--- config.mk ---
export PLATFORM = sky130hd
export DESIGN_NAME = pipeline_hazard_ctrl
export DESIGN_NICKNAME = d
export VERILOG_FILES = /design/src/rtl/hazard_pkg.sv /design/src/rtl/mem_wait_fsm.sv /design/src/rtl/pipeline_hazard_ctrl.sv
export SDC_FILE = /design/constraint.sdc
export NUM_CORES = 1
export LEC_CHECK = 0
export CAP_MARGIN = 15
export CORE_UTILIZATION = 36
export DETAILED_ROUTE_END_ITERATION = 6
export GPL_TIMING_DRIVEN = 1
export PLACE_DENSITY = 0.87
export SYNTH_ARGS = -nofsm -noshare
export SYNTH_HDL_FRONTEND = slang
export SYNTH_SLANG_ARGS = --single-unit
--- constraint.sdc ---
create_clock -name i_clk -period 2.1 [get_ports i_clk]
set_clock_uncertainty 0.2 [all_clocks]
set_input_delay 0.315 -clock i_clk [delete_from_list [all_inputs] [get_ports i_clk]]
set_output_delay 0.315 -clock i_clk [all_outputs]
set_load 0.005 [all_outputs]
--- src/rtl/hazard_pkg.sv ---
// Shared types and constants for the pipeline hazard controller.
// Memory-wait FSM state encoding, forwarding-select codes and the PC register index.
package hazard_pkg;

  typedef enum logic [1:0] {
    MEM_IDLE    = 2'b00,
    MEM_WAIT    = 2'b01,
    MEM_RELEASE = 2'b10
  } mem_state_t;

  localparam logic [1:0] FWD_REGFILE  = 2'b00;
  localparam logic [1:0] FWD_RESULT_W = 2'b01;
  localparam logic [1:0] FWD_ALUOUT_M = 2'b10;

  localparam int PC_REG = 15;

endpackage

--- src/rtl/mem_wait_fsm.sv ---
// Tracks multi-cycle data-memory accesses: raises memstall while an access is pending
// and forces a one-cycle release with a sticky error flag if the access exceeds MEM_TIMEOUT.
module mem_wait_fsm
  import hazard_pkg::*;
#(
  parameter int MEM_TIMEOUT = 255
) (
  input  logic i_clk,
  input  logic i_reset,
  input  logic i_mem_req,
  input  logic i_mem_ready,
  output logic o_memstall,
  output logic o_mem_err
);

  localparam int CNT_W = (MEM_TIMEOUT < 1) ? 1 : $clog2(MEM_TIMEOUT + 1);
  localparam logic [CNT_W-1:0] TIMEOUT_CNT = CNT_W'(MEM_TIMEOUT);

  mem_state_t       state_q, state_d;
  logic [CNT_W-1:0] cnt_q, cnt_d;
  logic             err_q, err_d;

  always_ff @(posedge i_clk) begin
    if (i_reset) begin
      state_q <= MEM_IDLE;
      cnt_q   <= '0;
      err_q   <= 1'b0;
    end else begin
      state_q <= state_d;
      cnt_q   <= cnt_d;
      err_q   <= err_d;
    end
  end

  always_comb begin
    state_d = state_q;
    cnt_d   = cnt_q;
    err_d   = err_q;
    case (state_q)
      MEM_IDLE: begin
        if (i_mem_req && !i_mem_ready) begin
          state_d = MEM_WAIT;
          cnt_d   = CNT_W'(1);
        end
      end
      MEM_WAIT: begin
        // A withdrawn request also ends the wait so it cannot time out spuriously.
        if (i_mem_ready || !i_mem_req) begin
          state_d = MEM_IDLE;
          cnt_d   = '0;
        end else if (cnt_q == TIMEOUT_CNT) begin
          state_d = MEM_RELEASE;
          cnt_d   = '0;
          err_d   = 1'b1;
        end else begin
          cnt_d = cnt_q + CNT_W'(1);
        end
      end
      MEM_RELEASE: begin
        state_d = MEM_IDLE;
        cnt_d   = '0;
      end
      default: begin
        state_d = MEM_IDLE;
        cnt_d   = '0;
      end
    endcase
  end

  assign o_memstall = i_mem_req && !i_mem_ready && (state_q != MEM_RELEASE);
  assign o_mem_err  = err_q;

endmodule

--- src/rtl/pipeline_hazard_ctrl.sv ---
// Hazard/stall controller for the F/D/E/M/W pipeline: load-use, branch and memory-wait handling.
// Build option HAZARD_FWD_EN enables operand forwarding; without it RAW hazards stall instead.
module pipeline_hazard_ctrl
  import hazard_pkg::*;
#(
  parameter int REG_ADDR_WIDTH = 4,
  parameter int MEM_TIMEOUT    = 255
) (
  input  logic                      i_clk,
  input  logic                      i_reset,
  input  logic [REG_ADDR_WIDTH-1:0] i_RA1_D,
  input  logic [REG_ADDR_WIDTH-1:0] i_RA2_D,
  input  logic [REG_ADDR_WIDTH-1:0] i_RA1_E,
  input  logic [REG_ADDR_WIDTH-1:0] i_RA2_E,
  input  logic [REG_ADDR_WIDTH-1:0] i_WA3_E,
  input  logic [REG_ADDR_WIDTH-1:0] i_WA3_M,
  input  logic [REG_ADDR_WIDTH-1:0] i_WA3_W,
  input  logic                      i_RegWrite_E,
  input  logic                      i_RegWrite_M,
  input  logic                      i_RegWrite_W,
  input  logic                      i_MemToReg_E,
  input  logic                      i_BranchTaken_E,
  input  logic                      i_MemReq_M,
  input  logic                      i_MemReady_M,
  output logic                      o_Stall_F,
  output logic                      o_Stall_D,
  output logic                      o_Stall_E,
  output logic                      o_Stall_M,
  output logic                      o_Flush_D,
  output logic                      o_Flush_E,
  output logic                      o_Flush_W,
  output logic [1:0]                o_ForwardA_E,
  output logic [1:0]                o_ForwardB_E,
  output logic                      o_MemErr
);

  localparam logic [REG_ADDR_WIDTH-1:0] PC_ADDR = REG_ADDR_WIDTH'(PC_REG);

  // The PC is never a valid producer, so a write to it never creates a dependency.
  function automatic logic reg_hit(input logic                      we,
                                   input logic [REG_ADDR_WIDTH-1:0] wa,
                                   input logic [REG_ADDR_WIDTH-1:0] ra);
    return we && (wa != PC_ADDR) && (wa == ra);
  endfunction

  logic memstall;
  logic load_use;
  logic data_stall;
  logic [1:0] fwd_a, fwd_b;

  mem_wait_fsm #(
    .MEM_TIMEOUT(MEM_TIMEOUT)
  ) u_mem_wait_fsm (
    .i_clk      (i_clk),
    .i_reset    (i_reset),
    .i_mem_req  (i_MemReq_M),
    .i_mem_ready(i_MemReady_M),
    .o_memstall (memstall),
    .o_mem_err  (o_MemErr)
  );

  assign load_use = i_MemToReg_E &&
                    (reg_hit(i_RegWrite_E, i_WA3_E, i_RA1_D) ||
                     reg_hit(i_RegWrite_E, i_WA3_E, i_RA2_D));

`ifdef HAZARD_FWD_EN
  always_comb begin
    fwd_a = FWD_REGFILE;
    fwd_b = FWD_REGFILE;
    if (reg_hit(i_RegWrite_M, i_WA3_M, i_RA1_E))      fwd_a = FWD_ALUOUT_M;
    else if (reg_hit(i_RegWrite_W, i_WA3_W, i_RA1_E)) fwd_a = FWD_RESULT_W;
    if (reg_hit(i_RegWrite_M, i_WA3_M, i_RA2_E))      fwd_b = FWD_ALUOUT_M;
    else if (reg_hit(i_RegWrite_W, i_WA3_W, i_RA2_E)) fwd_b = FWD_RESULT_W;
  end

  assign data_stall = load_use;
`else
  logic unused_fwd_inputs;

  assign fwd_a = FWD_REGFILE;
  assign fwd_b = FWD_REGFILE;
  assign unused_fwd_inputs = ^{i_RA1_E, i_RA2_E, i_WA3_W, i_RegWrite_W};

  // W-stage producers need no stall: the register file writes in the first half-cycle.
  assign data_stall = load_use ||
                      reg_hit(i_RegWrite_E, i_WA3_E, i_RA1_D) ||
                      reg_hit(i_RegWrite_E, i_WA3_E, i_RA2_D) ||
                      reg_hit(i_RegWrite_M, i_WA3_M, i_RA1_D) ||
                      reg_hit(i_RegWrite_M, i_WA3_M, i_RA2_D);
`endif

  always_comb begin
    o_Stall_F    = 1'b0;
    o_Stall_D    = 1'b0;
    o_Stall_E    = 1'b0;
    o_Stall_M    = 1'b0;
    o_Flush_D    = 1'b0;
    o_Flush_E    = 1'b0;
    o_Flush_W    = 1'b0;
    o_ForwardA_E = FWD_REGFILE;
    o_ForwardB_E = FWD_REGFILE;
    if (i_reset) begin
      o_Flush_D = 1'b1;
      o_Flush_E = 1'b1;
      o_Flush_W = 1'b1;
    end else begin
      o_ForwardA_E = fwd_a;
      o_ForwardB_E = fwd_b;
      // A memory wait freezes F..M; pending branch/load-use effects wait for the release.
      if (memstall) begin
        o_Stall_F = 1'b1;
        o_Stall_D = 1'b1;
        o_Stall_E = 1'b1;
        o_Stall_M = 1'b1;
        o_Flush_W = 1'b1;
      end else if (i_BranchTaken_E) begin
        o_Flush_D = 1'b1;
        o_Flush_E = 1'b1;
      end else if (data_stall) begin
        o_Stall_F = 1'b1;
        o_Stall_D = 1'b1;
        o_Flush_E = 1'b1;
      end
    end
  end

endmodule

Word-level counts from Yosys, hierarchy flattened. Index checks and enable logic that the tools add are counted.

Word-level logic and storage cells: 57. Bits in registers: 11. Input bits: 37. Output and inout bits: 12.

Equal/unequal tests: 11. Bitwise logic cells: 1. Reduce and logical (&&, ||, !) cells: 20. Mux-type cells: 21. Add/sub/neg operators: 1.

Operators with widths (count): $mux 8 (3); $eq 4x4->1 (4); $pmux 8 s2 (1); $mux 1 (13); $logic_and 1x1->1 (9); $add 8x1->8 const B (1); $eq 8x8->1 const B (1); $ne 4x4->1 const B (2); $logic_or 1x1->1 (6); $mux 2 (3); $pmux 2 s2 (1); $ne 3x1->1 const B (1); $reduce_and 3->1 (1); $eq 2x1->1 const B (1); $logic_not 1->1 (2); $logic_not 2->1 (1); $ne 2x1->1 const B (1); $ne 2x2->1 const B (1); $reduce_and 2->1 (1); $not 1->1 (1).

Longest topological paths before layout. Gate-level depths: netlist of run 1.

Word-level depth: 13. Depth in mapped cells: 6. Gate-level depth less buffers: 6.

Cells and area by module. Synthesis of run 1 repeated with hierarchy kept, for this count alone.

Cell total of the unflattened synthesis: 101. Area, all modules: 885.8 um^2.

By module, submodules not included: mem_wait_fsm (instances 1, area an instance 583.1 um^2, seq. area each 220.2 um^2, cells each 61); pipeline_hazard_ctrl (instances 1, area an instance 302.8 um^2, seq. area each 0.0 um^2, cells each 40).

Worst setup path before layout of run 1. Ideal clock, no wire load.

Path kind: input-to-output. Start: in i_RA2_D[1]. End: out o_Stall_F. Data required time: 1.585 ns. Stages: 5. Setup slack: 0.191 ns. Data arrival time: 1.394 ns. Path buffers: 1. Cells stage by stage: xor2_1 -> o41ai_1 -> a31oi_1 -> o31ai_1 -> buf_4.

Cells in the longest elaborated chain, start to end: 12. Elaborated cells between the ends (all ways): 14. Those cells by class: eq/ne (2); mux (4); reduce/logical (8).

RTL lines: start, declared (line pipeline_hazard_ctrl.sv:12) `input logic [REG_ADDR_WIDTH-1:0] i_RA2_D,`; $eq 4x4->1 (line pipeline_hazard_ctrl.sv:43) `return we && (wa != PC_ADDR) && (wa == ra);`; $logic_and 1x1->1 (line pipeline_hazard_ctrl.sv:43); $logic_or 1x1->1 (line pipeline_hazard_ctrl.sv:63) `(reg_hit(i_RegWrite_E, i_WA3_E, i_RA1_D) ||`; $logic_and 1x1->1 (line pipeline_hazard_ctrl.sv:62) `assign load_use = i_MemToReg_E &&`; $logic_or 1x1->1 (line pipeline_hazard_ctrl.sv:85) `assign data_stall = load_use ||`; $logic_or 1x1->1 (line pipeline_hazard_ctrl.sv:86) `reg_hit(i_RegWrite_E, i_WA3_E, i_RA1_D) ||`; $logic_or 1x1->1 (line pipeline_hazard_ctrl.sv:87) `reg_hit(i_RegWrite_E, i_WA3_E, i_RA2_D) ||`; $logic_or 1x1->1 (*) (line pipeline_hazard_ctrl.sv:88) `reg_hit(i_RegWrite_M, i_WA3_M, i_RA1_D) ||`; $mux 1 (*) (4 in a row); end, declared (line pipeline_hazard_ctrl.sv:25) `output logic o_Stall_F,`.

Mark *: on every way between the ends. The rest lies on a longest branch, timed or not.

Final worst setup path of run 1.
Start: in i_RA1_D[0]. End: out o_Stall_D.

Cells in the longest elaborated chain, start to end: 12. Elaborated cells between the ends (all ways): 14. Those cells by class: eq/ne (2); mux (4); reduce/logical (8).

RTL lines: start, declared (line pipeline_hazard_ctrl.sv:11) `input logic [REG_ADDR_WIDTH-1:0] i_RA1_D,`; $eq 4x4->1 (line pipeline_hazard_ctrl.sv:43); $logic_and 1x1->1 (line pipeline_hazard_ctrl.sv:43); $logic_or 1x1->1 (line pipeline_hazard_ctrl.sv:63); $logic_and 1x1->1 (line pipeline_hazard_ctrl.sv:62); $logic_or 1x1->1 (line pipeline_hazard_ctrl.sv:85); $logic_or 1x1->1 (line pipeline_hazard_ctrl.sv:86); $logic_or 1x1->1 (*) (line pipeline_hazard_ctrl.sv:87); $logic_or 1x1->1 (*) (line pipeline_hazard_ctrl.sv:88); $mux 1 (*) (line pipeline_hazard_ctrl.sv:119) `end else if (data_stall) begin`; $mux 1 (*) (line pipeline_hazard_ctrl.sv:116) `end else if (i_BranchTaken_E) begin`; $mux 1 (*) (line pipeline_hazard_ctrl.sv:110) `if (memstall) begin`; $mux 1 (*) (line pipeline_hazard_ctrl.sv:102) `if (i_reset) begin`; end, declared (line pipeline_hazard_ctrl.sv:26) `output logic o_Stall_D,`.

Marks and branches as above.

==> results_dict.tcl, run 1 <==
set metrics [dict create \
    synth-seq-cells 11 \
    start_util 0.392 \
    grt_pass1_vias 888 \
    synth.most_common_cell "xnor2_1" \
    arrival_ns 1.60 \
    slowest_delay_ns 0.28 \
    setup_tns_ns -0.0114 \
    clock-root-buffer "clkbuf_4" \
    viasPerCell 5.29 \
    drc 0 \
    path_cells "dlygate4sd2_1 > xnor2_1 > nand4_1 > a21oi_2 > a31oi_2 > o31ai_2 > buf_4 > buf_4" \
    nNetsFinal 181 \
    synth.area.top_cells "dfxtp_1, xnor2_1, buf_4" \
    wl_per_cell_um 14.3 \
    gp_congestion 0.931 \
    numCtsBuffers 3 \
    drtIter0Drc 14 \
    syn_area_um2 793 \
    grt_max_degree 12 \
    status "finished, violations left" \
    path_max_fanout 2 \
    insertion_delay_ns 0.27 \
    place_hpwl_um 1710 \
    overflow 0 \
    grt_pass1_wl_um 4020 \
    end_kind "output pin" \
    power_leakage_uw 0.000519 \
    antenna_left 0 \
    ys_async_sr_fraction 0 \
    fin_area_um2 1210 \
    place_area_um2 1140 \
    place_inst 163 \
    synth_top_area_cell "dfxtp_1" \
    area_delta_synth_final_pct 52.4 \
    slew_violations 0 \
    cts_num_sinks 11 \
    io_buffers 30 \
    die_area_um2 2400 \
    netlist_top_cells_count "xnor2_1, nor2_1, dfxtp_1, nand2_1, a21oi_1" \
    fill_cells 178 \
    rsz0062_at_grt "yes" \
    fin_crit_sh 1.01 \
    rows 16 \
    violations "setup timing" \
    cts_tree "done" \
    synthCells 103 \
    grtUsageTotal 0.221 \
    routed-via-count 894 \
    multiInputGateArea_um2 613 \
    hp-class "reg -> reg" \
    grt_antenna_before_repair 0 \
    setup_ws_ns -0.0114 \
    slowest_stage "dlygate4sd2_1" \
    path_clk_slew_ns 0.07 \
    finalSetupViolCount 1 \
    cts_hold_buffers 0 \
    die_w_um 48.9 \
    h-tree-depth 1 \
    fin_cells 169 \
    max_freq_mhz 474 \
    coreArea_um2 2020 \
    yosys_warnings 0 \
    drive_gt1_frac 0.310 \
    cp_data_required_time_ns 1.58 \
    seqCellArea_um2 220 \
    postRouteWirelength_um 2410 \
    clk_path_buf_depth 2 \
    synth.top_cell.area_share 0.278 \
    ys.flop_type "dfxtp_1" \
    ys_seq_area_frac 0.278 \
    synth_edf_count 0 \
    syn-mean-instance-area_um2 7.70 \
    fp.dieH_um 48.9 \
    ir_drop_v 0.000269 \
    start_kind "input port" \
    dr.pass1.iters 4 \
    diodes 0 \
    pwr_density_cell_nw_per_um2 430 \
    maxCapViolations 0 \
    layout_min_cycle_time_ns 2.11 \
    hold_slack_ns 0.279 \
    finalHoldViolations 0 \
    timing_worst_setup_path_type "in -> out" \
    critPathMostFrequentCell "buf_4" \
    ios 49 \
    yosysUniqueCellTypes 28 \
]
==> per-stage QoR <==
stage                     setup slack (ns)  utilization  total power, µW
after detailed placement            -0.743        0.565              362
after CTS                          -0.0835        0.608              515
after global routing               -0.0595        0.598              547
final                              -0.0114        0.598              520
after global placement              -0.641        0.565              356
after floorplan                      0.191            -              281
==> worst max-delay path, delay by kind of cell <==
family          cells  cell delay [ns]
buf+inv             3             0.53
compound gates      3             0.47
xor+xnor            1             0.15
simple gates        1             0.13
==> flip-flops by register name, summed over array words and instances (netlist names) <==
signal,flops
u_mem_wait_fsm.cnt_q,8
u_mem_wait_fsm.state_q,2
u_mem_wait_fsm.o_mem_err,1
==> kinds of logic after synthesis <==
group	share of synthesized area
xor gates and xnor gates	0.199
adders and majority gates	0.0158
and+or+nand+nor	0.263
AOI/OAI and AO/OA	0.169
DFF	0.278
other	0.00473
buffers and inverters	0.0710
==> repair_timing <==
item,4_1_cts,5_1_grt
pin swaps,10,17
gates resized for setup,60,27
endpoints found under the setup margin,7,5
cloned,0,0
setup buffers,2,0
==> worst paths after layout <==
kind                             from                  endpoint  slack, ns  cells past startpoint
min reg2reg  u_mem_wait_fsm.o_mem_err  u_mem_wait_fsm.o_mem_err       0.28                      2
max                        i_RA1_D[0]                 o_Stall_D      -0.01                      8
min          u_mem_wait_fsm.o_mem_err  u_mem_wait_fsm.o_mem_err       0.28                      2
max reg2reg   u_mem_wait_fsm.cnt_q[0]   u_mem_wait_fsm.cnt_q[0]       0.36                      5
==> power breakdown <==
| part | internal (µW) | switching (µW) |
|---|---|---|
| Clock | 73.6 | 75.1 |
| Sequential | 211 | 2.77 |
| Combinational | 84.0 | 73.3 |
==> placed cells by master (no fill, tap or decap), drive strengths merged, types with 2 or more instances in the layout <==
| cell | n |
|---|---|
| a21o | 2 |
| a21oi | 8 |
| a311oi | 2 |
| a31oi | 2 |
| and3 | 4 |
| buf | 16 |
| clkbuf | 14 |
| clkdlybuf4s50 | 5 |
| conb | 4 |
| dfxtp | 11 |
| dlygate4sd2 | 6 |
| dlymetal6s2s | 2 |
| inv | 2 |
| nand2 | 8 |
| nand2b | 2 |
| nand3 | 6 |
| nand4 | 5 |
| nor2 | 12 |
| o21ai | 4 |
| or3 | 2 |
| xnor2 | 13 |
| xor2 | 5 |
==> routing by layer <==
metal,vias to the layer above,part of all wire,track usage
met5,-,0,0
met3,10,0.051,0.0343
met2,47,0.50,0.389
li1,433,-,-
met1,404,0.41,0.251
met4,0,0.040,0.127
==> final cells by class <==
type	instances	area share
Clock buffer	4	0.0217
Inverter	2	0.00621
Multi-Input combinational cell	86	0.507
Sequential cell	11	0.182
Tap cell	27	0.0280
Timing Repair Buffer	39	0.255
Power figures use the tool's default switching activity.
==> inputs of run 2 (changes only) <==
--- a/config.mk
+++ b/config.mk
@@ -6,10 +6,13 @@
 export NUM_CORES = 1
 export LEC_CHECK = 0
 export CAP_MARGIN = 15
-export CORE_UTILIZATION = 36
+export CELL_PAD_IN_SITES_DETAIL_PLACEMENT = 0
+export CELL_PAD_IN_SITES_GLOBAL_PLACEMENT = 1
+export CORE_UTILIZATION = 27
 export DETAILED_ROUTE_END_ITERATION = 6
 export GPL_TIMING_DRIVEN = 1
-export PLACE_DENSITY = 0.87
+export PLACE_DENSITY = 0.88
 export SYNTH_ARGS = -nofsm -noshare
 export SYNTH_HDL_FRONTEND = slang
+export SYNTH_HIERARCHICAL = 1
 export SYNTH_SLANG_ARGS = --single-unit
==> run 2 against run 1 <==
Net effect:
- register-to-register slack gained 0.09 ns
- die area grew 47%
- global-route usage down 6.7 points
- sequential share of layout area down 0.82 points
- core utilization down 18 points
- critical path type unchanged
- the run now ends clean
- non-clock buffer count rose by 3
==> results_dict.tcl, run 2 <==
set metrics [dict create \
    drtIter0Drc 28 \
    largest_register "u_mem_wait_fsm/cnt_q" \
    final_common_cell "xor2_1" \
    rr_startpoint "u_mem_wait_fsm/cnt_q[0]" \
    finalSetupViolCount 0 \
    arrival_ns 1.53 \
    hp-class "reg -> reg" \
    dr.pass1.iters 4 \
    use_met2 0.276 \
    cp_num_buf_inv 2 \
    final_cell_mix "xor2_1, buf_4, dlygate4sd2_1, dfxtp_1, clkbuf_2" \
    reg2reg_to "u_mem_wait_fsm/cnt_q[5]" \
    yosys_warnings 6 \
    place_hpwl_um 1990 \
    grt_busiest_layer "met2" \
    fp.dieH_um 59.3 \
    crit_end "o_Stall_F" \
    fin_crit_sh 0.974 \
    grt_pass1_vias 931 \
    h-tree-depth 1 \
    min_path_cells 2 \
    synth.area.top_cells "dfxtp_1, xor2_1, buf_4" \
    fin_total_pwr_uw 500 \
    postRouteWirelength_um 2460 \
    nNetsFinal 182 \
    final_util 0.413 \
    rsz0062_at_grt "no" \
    area_delta_synth_final_pct 43.6 \
    synth_top_area_cell "dfxtp_1" \
    diodes 0 \
    syn-mean-instance-area_um2 8.77 \
    clock-root-buffer "clkbuf_4" \
    synth.most_common_cell "xor2_1" \
    viasPerCell 4.99 \
    insertion_delay_ns 0.27 \
    die_w_um 59.3 \
    maxCapViolations 0 \
    slowest_stage "nor4_2" \
    grt_max_degree 13 \
    cp_top_family "buffers and inverters" \
    layout_min_cycle_time_ns 2.05 \
    max_freq_mhz 489 \
    path_clk_slew_ns 0.07 \
    critical_path_depth 6 \
    start_util 0.288 \
    timing_worst_setup_path_type "in -> out" \
    cts_tree "done" \
    crit_start "i_WA3_E[0]" \
    clk_path_buf_depth 2 \
    power_leakage_uw 0.000540 \
    finalHoldViolations 0 \
    ios 49 \
    yosysUniqueCellTypes 41 \
    end_kind "output pin" \
    io_buffers 30 \
    slew_violations 0 \
    routed-via-count 933 \
    ir_drop_v 0.000131 \
    synth.top_cell.area_share 0.249 \
    grt_antenna_before_repair 0 \
    cts_num_sinks 11 \
    use_met3 0.0677 \
    status "finished clean" \
    met1_usage 0.161 \
    slowest_delay_ns 0.30 \
    overflow 0 \
    largest_reg_flops 8 \
    grt_pass1_wl_um 4040 \
    cp_data_required_time_ns 1.58 \
    path_max_fanout 3 \
    netlist_top_cells_count "xor2_1, dfxtp_1, buf_4" \
    path_cells "dlygate4sd2_1 > xor2_1 > nor4_2 > o21ai_1 > a31oi_2 > buf_2" \
    pwr_density_cell_nw_per_um2 393 \
    start_kind "input port" \
    syn_area_um2 886 \
    ys.flop_type "dfxtp_1" \
    die_area_um2 3510 \
    antenna_left 0 \
    grtUsageTotal 0.154 \
    r2r_slack_ns 0.45 \
    drive_gt1_frac 0.322 \
    synth_edf_count 0 \
    numCtsBuffers 3 \
    synthCells 101 \
    drc 0 \
    synth-seq-cells 11 \
    gp_congestion 0.797 \
    wl_per_cell_um 13.1 \
    ys_seq_area_frac 0.249 \
    r2r_cells 5 \
    ys_async_sr_fraction 0 \
    rows 20 \
    coreArea_um2 3080 \
]
[run 2: cell count changes in the layout (fill, tap and decap cells not counted), sizes merged, moves of 4 or more]
| cell | before | now |
|---|---|---|
| a21oi | 8 | 4 |
| dlygate4sd2 | 6 | 10 |
| nand2 | 8 | 2 |
| nand3 | 6 | 2 |
| nor2 | 12 | 5 |
| nor3 | 1 | 5 |
| nor4 | 0 | 5 |
| xnor2 | 13 | 1 |
| xor2 | 5 | 16 |
[run 2: how the worst min path moves through the flow]
stage                                  start  slack [ns]                  endpoint
global placement    u_mem_wait_fsm/o_mem_err        0.25  u_mem_wait_fsm/o_mem_err
finish              u_mem_wait_fsm/o_mem_err        0.28  u_mem_wait_fsm/o_mem_err
global route        u_mem_wait_fsm/o_mem_err        0.34  u_mem_wait_fsm/o_mem_err
CTS                 u_mem_wait_fsm/o_mem_err        0.30  u_mem_wait_fsm/o_mem_err
detailed placement  u_mem_wait_fsm/o_mem_err        0.28  u_mem_wait_fsm/o_mem_err
floorplan           u_mem_wait_fsm/o_mem_err        0.26  u_mem_wait_fsm/o_mem_err
[run 2: timing repair]
action	in CTS	in global routing
buffers inserted	1	0
hold buffers	0	0
gates resized for setup	41	23
pin swaps	8	9
endpoints found under the setup margin	7	4
[run 2: final cells by class]
| type | count | area, µm² |
|---|---|---|
| clock buffer | 4 | 26.3 |
| fill | 328 | 1810 |
| inverter | 5 | 18.8 |
| multi-input combinational | 81 | 633 |
| sequential | 11 | 221 |
| tap | 44 | 55.1 |
| timing repair buffer | 42 | 318 |
[run 2: metrics by stage]
step | hold WS, ns | instances | TNS, ns | setup WS (ns) | cell area, µm²
after floorplan | 0.260 | 104 | 0 | 0.238 | 897
after global placement | 0.250 | 182 | -3.37 | -0.629 | 1280
after detailed placement | 0.279 | 182 | -3.49 | -0.647 | 1280
after CTS | 0.296 | 187 | 0 | 0.0247 | 1300
after global routing | 0.337 | 187 | 0 | 0.0000316 | 1270
final | 0.279 | 187 | 0 | 0.0536 | 1270
[run 2: layer usage]
metal,part of all wire,vias to the layer above
li1,-,457
met1,0.39,432
met2,0.51,40
met3,0.096,4
met4,0.0081,0
met5,0,-
[run 2: kinds of logic (layout without fill, tap and decap cells)]
kind of cell / count (synthesis) / after routing / synth area share
fa+ha+maj: 1 / 1 / 0.0141
compound gates: 26 / 26 / 0.216
buf+inv: 12 / 51 / 0.0847
simple gates: 33 / 33 / 0.264
other cells: 1 / 4 / 0.00423
flops: 11 / 11 / 0.249
xor+xnor: 17 / 17 / 0.168
[run 2: worst min-delay path, delay by kind of cell, from the launching register on]
kind,cells,cell delay [ns]
AND/OR/NAND/NOR,1,0.08
flip-flops,1,0.33
AO/OA/AOI/OAI,1,0.04
[run 2: power breakdown]
group / switching, µW / leakage [µW] / total [µW] / internal (µW)
Clock: 73.4 / 0.0000150 / 147 / 73.6
Combinational: 68.6 / 0.000435 / 141 / 72.1
Sequential: 1.79 / 0.0000893 / 213 / 211
Total: 144 / 0.000540 / 500 / 357
==> edit 1: new RTL, config.mk and constraints of run 2 <==
Set the parameter `REG_ADDR_WIDTH` to 2 (it was 4).
--- a/src/rtl/pipeline_hazard_ctrl.sv
+++ b/src/rtl/pipeline_hazard_ctrl.sv
@@ -5,3 +5,3 @@
 #(
-  parameter int REG_ADDR_WIDTH = 4,
+  parameter int REG_ADDR_WIDTH = 2,
   parameter int MEM_TIMEOUT    = 255
Interface: changed (7 resized); port bits go from 49 to 35. No check against the original RTL was run, so the function may have changed too.
==> edit 1 against run 2 <==
Total power shrank 8.4%; sequential cell count is the same; area after synthesis shrank 15%; design area shrank 14%; sequential share of layout area grew 2.8 points; setup slack gained 0.018 ns; non-clock buffer count shrank 7; first-iteration DRC count shrank 46%; critical path depth grew 1; routed wire length shrank 24%; critical endpoint is now o_Flush_E.
==> edit 1: results (changes against run 2) <==
metric	value	unit	change
outcome	finished clean		
finalNetCount	149		-18%
drt_iter0_drc	15		-46%
synth.distinct_cells	40		-2.4%
max_stage_delay	0.33	ns	+0.03 ns
netlist_top_cells_count	11 x dfxtp_1, 8 x inv_1, 6 x buf_4		
grt_pass1_wl	2787	µm	-31%
top_register	u_mem_wait_fsm/cnt_q		
ys.flop_type	dfxtp_1		
grt_max_degree	13		unchanged
crit_fanout	2		-1
port_buffers	22		-27%
grt_pass1_vias	698		-25%
ir_worst_vdd	0.0002743	V	+110%
grtUsageTotal	0.1302		-0.02365
synthCells	89		-12%
place.gp.congestion	0.7729		-3.0%
h-tree-depth	1		unchanged
dpl_cell_area	1042	µm²	-18%
routedWlPerCell	12.08	µm	-8.1%
antenna_found_initial	0		unchanged
clockBufferDepth	2		unchanged
ys_seq_area_frac	0.2919		+0.04329
synth_area_leaders	dfxtp_1 29%, buf_4 6.0%, inv_1 4.0%, a21oi_1 3.3%, nor2b_1 3.3%		
nFillCells	269		-18%
path_delay_family	compound AO/OA/AOI/OAI gates		
slowest_stage	a222oi_1		
drive_gt1_frac	0.2823		-0.03942
fin_cells	154		-18%
leakage	0.4821	nW	-11%
dr_total_vias	800		-14%
crit_path_end	o_Flush_E		
sw_frac_of_total	0.2600		-0.02740
worstHoldPathCells	2		unchanged
hpwlAfterDp	1430	µm	-28%
-- edit 1: cell count changes in the layout (fill, tap and decap cells not counted), moves of 3 or more --
cell,delta
inv_1,+4
clkbuf_2,-9
dlygate4sd2_1,+3
xor2_1,-16
clkdlybuf4s50_1,-3
-- edit 1: cell type report --
| type | count | share of cell area |
|---|---|---|
| well taps | 30 | 0.03436 |
| inverters | 8 | 0.02749 |
| clock inverters | 1 | 0.004582 |
| flip-flops and latches | 11 | 0.2016 |
| repair buffers | 35 | 0.2646 |
| multi-input cells | 66 | 0.4467 |
| clock buffers | 3 | 0.02062 |
-- edit 1: cells by family after synthesis --
group                    synth area share
AND/OR/NAND/NOR                    0.2786
AO/OA/AOI/OAI                      0.2819
buffers and inverters              0.1144
flip-flops                         0.2919
XOR/XNOR                          0.01161
adder cells (fa/ha/maj)           0.01658
other                            0.004970
-- edit 1: how the worst min path moves through the flow --
stage               slack (ns)                        to                      from
floorplan                 0.26  u_mem_wait_fsm/o_mem_err  u_mem_wait_fsm/o_mem_err
global placement          0.25  u_mem_wait_fsm/o_mem_err  u_mem_wait_fsm/o_mem_err
detailed placement        0.26  u_mem_wait_fsm/o_mem_err  u_mem_wait_fsm/o_mem_err
CTS                       0.29  u_mem_wait_fsm/o_mem_err  u_mem_wait_fsm/o_mem_err
global route              0.32  u_mem_wait_fsm/o_mem_err  u_mem_wait_fsm/o_mem_err
finish                    0.28  u_mem_wait_fsm/o_mem_err  u_mem_wait_fsm/o_mem_err
-- edit 1: power groups by stage --
stage	logic, mW	clock network [mW]	registers, mW
after global routing	0.114	0.158	0.213
after detailed placement	0.106	0	0.217
final	0.104	0.142	0.212
after floorplan	0.0485	0	0.217
after CTS	0.103	0.148	0.212
after global placement	0.104	0	0.217
-- edit 1: per-layer routing --
metal  GRT usage  vias up  wire, µm
li1            -      395         -
met5           0        -         0
met3     0.02500        2       178
met1      0.1341      376       764
met4     0.05128        0         6
met2      0.2510       27       910
-- edit 1: tightest hold or removal path, stage by stage, from the launching register on --
cell and delay (ns):
dfxtp_1 0.33, a21oi_1 0.04, nor2_1 0.07
-- edit 1: metrics by stage --
step	setup WS, ns	setup TNS, ns	util	total power, mW
final	0.07141	0	0.4254	0.4585
after global routing	0.00004552	0	0.4254	0.4853
after CTS	0.001067	0	0.4211	0.4635
after detailed placement	-0.5280	-2.873	0.4059	0.3231
after global placement	-0.5326	-2.919	0.4059	0.3208
after floorplan	0.3401	0	-	0.2659
-- edit 1: timing repair --
item	4_1_cts	5_1_grt
pin swaps	5	3
gates resized for setup	36	4
endpoints found under the setup margin	7	6
setup buffers	3	0
==> edit 2: new RTL, flow settings as in run 2 <==
Without the edit above. Re-encode `mem_state_t` (3 states) as one-hot, 3 bits wide.
--- a/src/rtl/hazard_pkg.sv
+++ b/src/rtl/hazard_pkg.sv
@@ -4,6 +4,6 @@
 
-  typedef enum logic [1:0] {
-    MEM_IDLE    = 2'b00,
-    MEM_WAIT    = 2'b01,
-    MEM_RELEASE = 2'b10
+  typedef enum logic [2:0] {
+    MEM_IDLE    = 3'b001,
+    MEM_WAIT    = 3'b010,
+    MEM_RELEASE = 3'b100
   } mem_state_t;
Behaviour: same outputs for any inputs over 10 cycles, from zero or initial values and one cycle with i_reset high; not proved beyond that.
==> edit 2 against run 2 <==
Count of clock-buffer cells in the layout decreased by 1; area after synthesis up 2.0%; setup slack got worse by 0.019 ns; global-route usage is 0.41 points higher; total power is 23% higher; design area is 11% higher; routed wire length is 5.7% higher; sequential cell count up 1; largest power group unchanged; first-iteration DRC count is 86% higher; utilization grew 4.1 points; clock power down 5%.
==> edit 2: results (changes against run 2) <==
metric	value	unit	change
outcome	finished clean		
dp.cells	187		+2.7%
maxSlewViolCount	0		unchanged
grt_pass1_vias	985		+5.8%
grt_pass1_wl	4291	µm	+6.3%
use_met1	0.1799		+0.01923
leakage	0.5542	nW	+2.7%
r2r_start	u_mem_wait_fsm/cnt_q[4]		
nFillCells	332		+1.2%
avgSynthCellArea	8.212	µm²	-6.4%
crit_start	i_WA3_M[1]		
fin_cells	196		+4.8%
ir_worst_vdd	0.0001596	V	+21%
hpwlAfterDp	1910	µm	-3.9%
ys_seq_area_frac	0.2659		+0.01734
wl_met2	1358	µm	+9.3%
cts-buffers-inserted	3		unchanged
drt_pre_antenna_iters	6		+2
drive_gt1_frac	0.4079		+0.08622
largest_reg_flops	8		unchanged
hp-start	u_mem_wait_fsm/cnt_q[6]		
slowest_stage	nor4_2		
met2_usage	0.2905		+0.01439
ys.flop_type	dfxtp_1		
top_register	u_mem_wait_fsm/cnt_q		
h-tree-depth	1		unchanged
netlist_top_cells_count	16 x xor2_1, 12 x dfxtp_1, 8 x nor2_1		
place.gp.congestion	0.8572		+7.6%
wl_met1	1056	µm	+10%
wl	2596	µm	+5.7%
arrival	1.55	ns	+0.02 ns
ys_async_sr_fraction	0		unchanged
max_stage_delay	0.27	ns	-0.03 ns
vias_per_cell	4.969		-0.40%
synth.distinct_cells	39		-4.9%
met3_usage	0.05195		-0.01574
grt_max_degree	15		+2
drt_iter0_drc	52		+86%
yosys_warnings	6		unchanged
top_layer	met3		
synth_area_leaders	dfxtp_1 27%, xor2_1 16%, buf_4 5.0%, a31oi_1 4.2%, nand4_1 4.2%		
port_buffers	30		unchanged
route.met3.wl	181	µm	-23%
grtUsageTotal	0.1579		+0.004084
sw_frac_of_total	0.3231		+0.03569
[edit 2: per-stage QoR]
step                      worst slack (ns)  instance area (µm²)  utilization  TNS (ns)
after floorplan                     0.2751                914.6            -         0
after global placement             -0.6017                 1269       0.4089    -3.246
after detailed placement           -0.6342                 1269       0.4089    -3.391
after CTS                          0.01994                 1314       0.4234         0
after global routing              -0.03804                 1409       0.4540  -0.03804
final                              0.03459                 1409       0.4540         0
[edit 2: cell type report]
| cell class | count | area [µm²] | share of cell area |
|---|---|---|---|
| multi-input combinational | 87 | 699.4 | 0.4964 |
| inverter | 4 | 15.01 | 0.01066 |
| clock buffer | 3 | 22.52 | 0.01599 |
| tap | 44 | 55.05 | 0.03908 |
| timing repair buffer | 46 | 374.1 | 0.2655 |
| sequential | 12 | 242.7 | 0.1723 |
[edit 2: worst paths after layout]
kind	to	slack (ns)	cells past startpoint
hold / removal	u_mem_wait_fsm/cnt_q[6]	0.30	1
setup reg to reg	u_mem_wait_fsm/cnt_q[3]	0.33	4
setup / recovery	o_Flush_E	0.03	7
hold reg to reg	u_mem_wait_fsm/cnt_q[6]	0.30	1
[edit 2: repair_timing]
action,in CTS,in global routing
resized for setup,84,36
pin swaps,10,10
endpoints found under the setup margin,7,4
buffers inserted,7,0
hold endpoints to repair,0,0
[edit 2: cell families after synthesis]
kind of cell / synth area share
buffers and inverters: 0.1011
AOI/OAI and AO/OA: 0.1814
adders and majority gates: 0.01385
DFF: 0.2659
xor gates and xnor gates: 0.1551
and+or+nand+nor: 0.2784
other: 0.004151
[edit 2: power by group through the flow]
stage               registers (mW)  clock network, mW  logic [mW]
floorplan                    0.251                  0      0.0980
global placement             0.250                  0       0.190
detailed placement           0.251                  0       0.197
CTS                          0.250              0.143       0.197
global route                 0.252              0.160       0.243
finish                       0.251              0.140       0.224
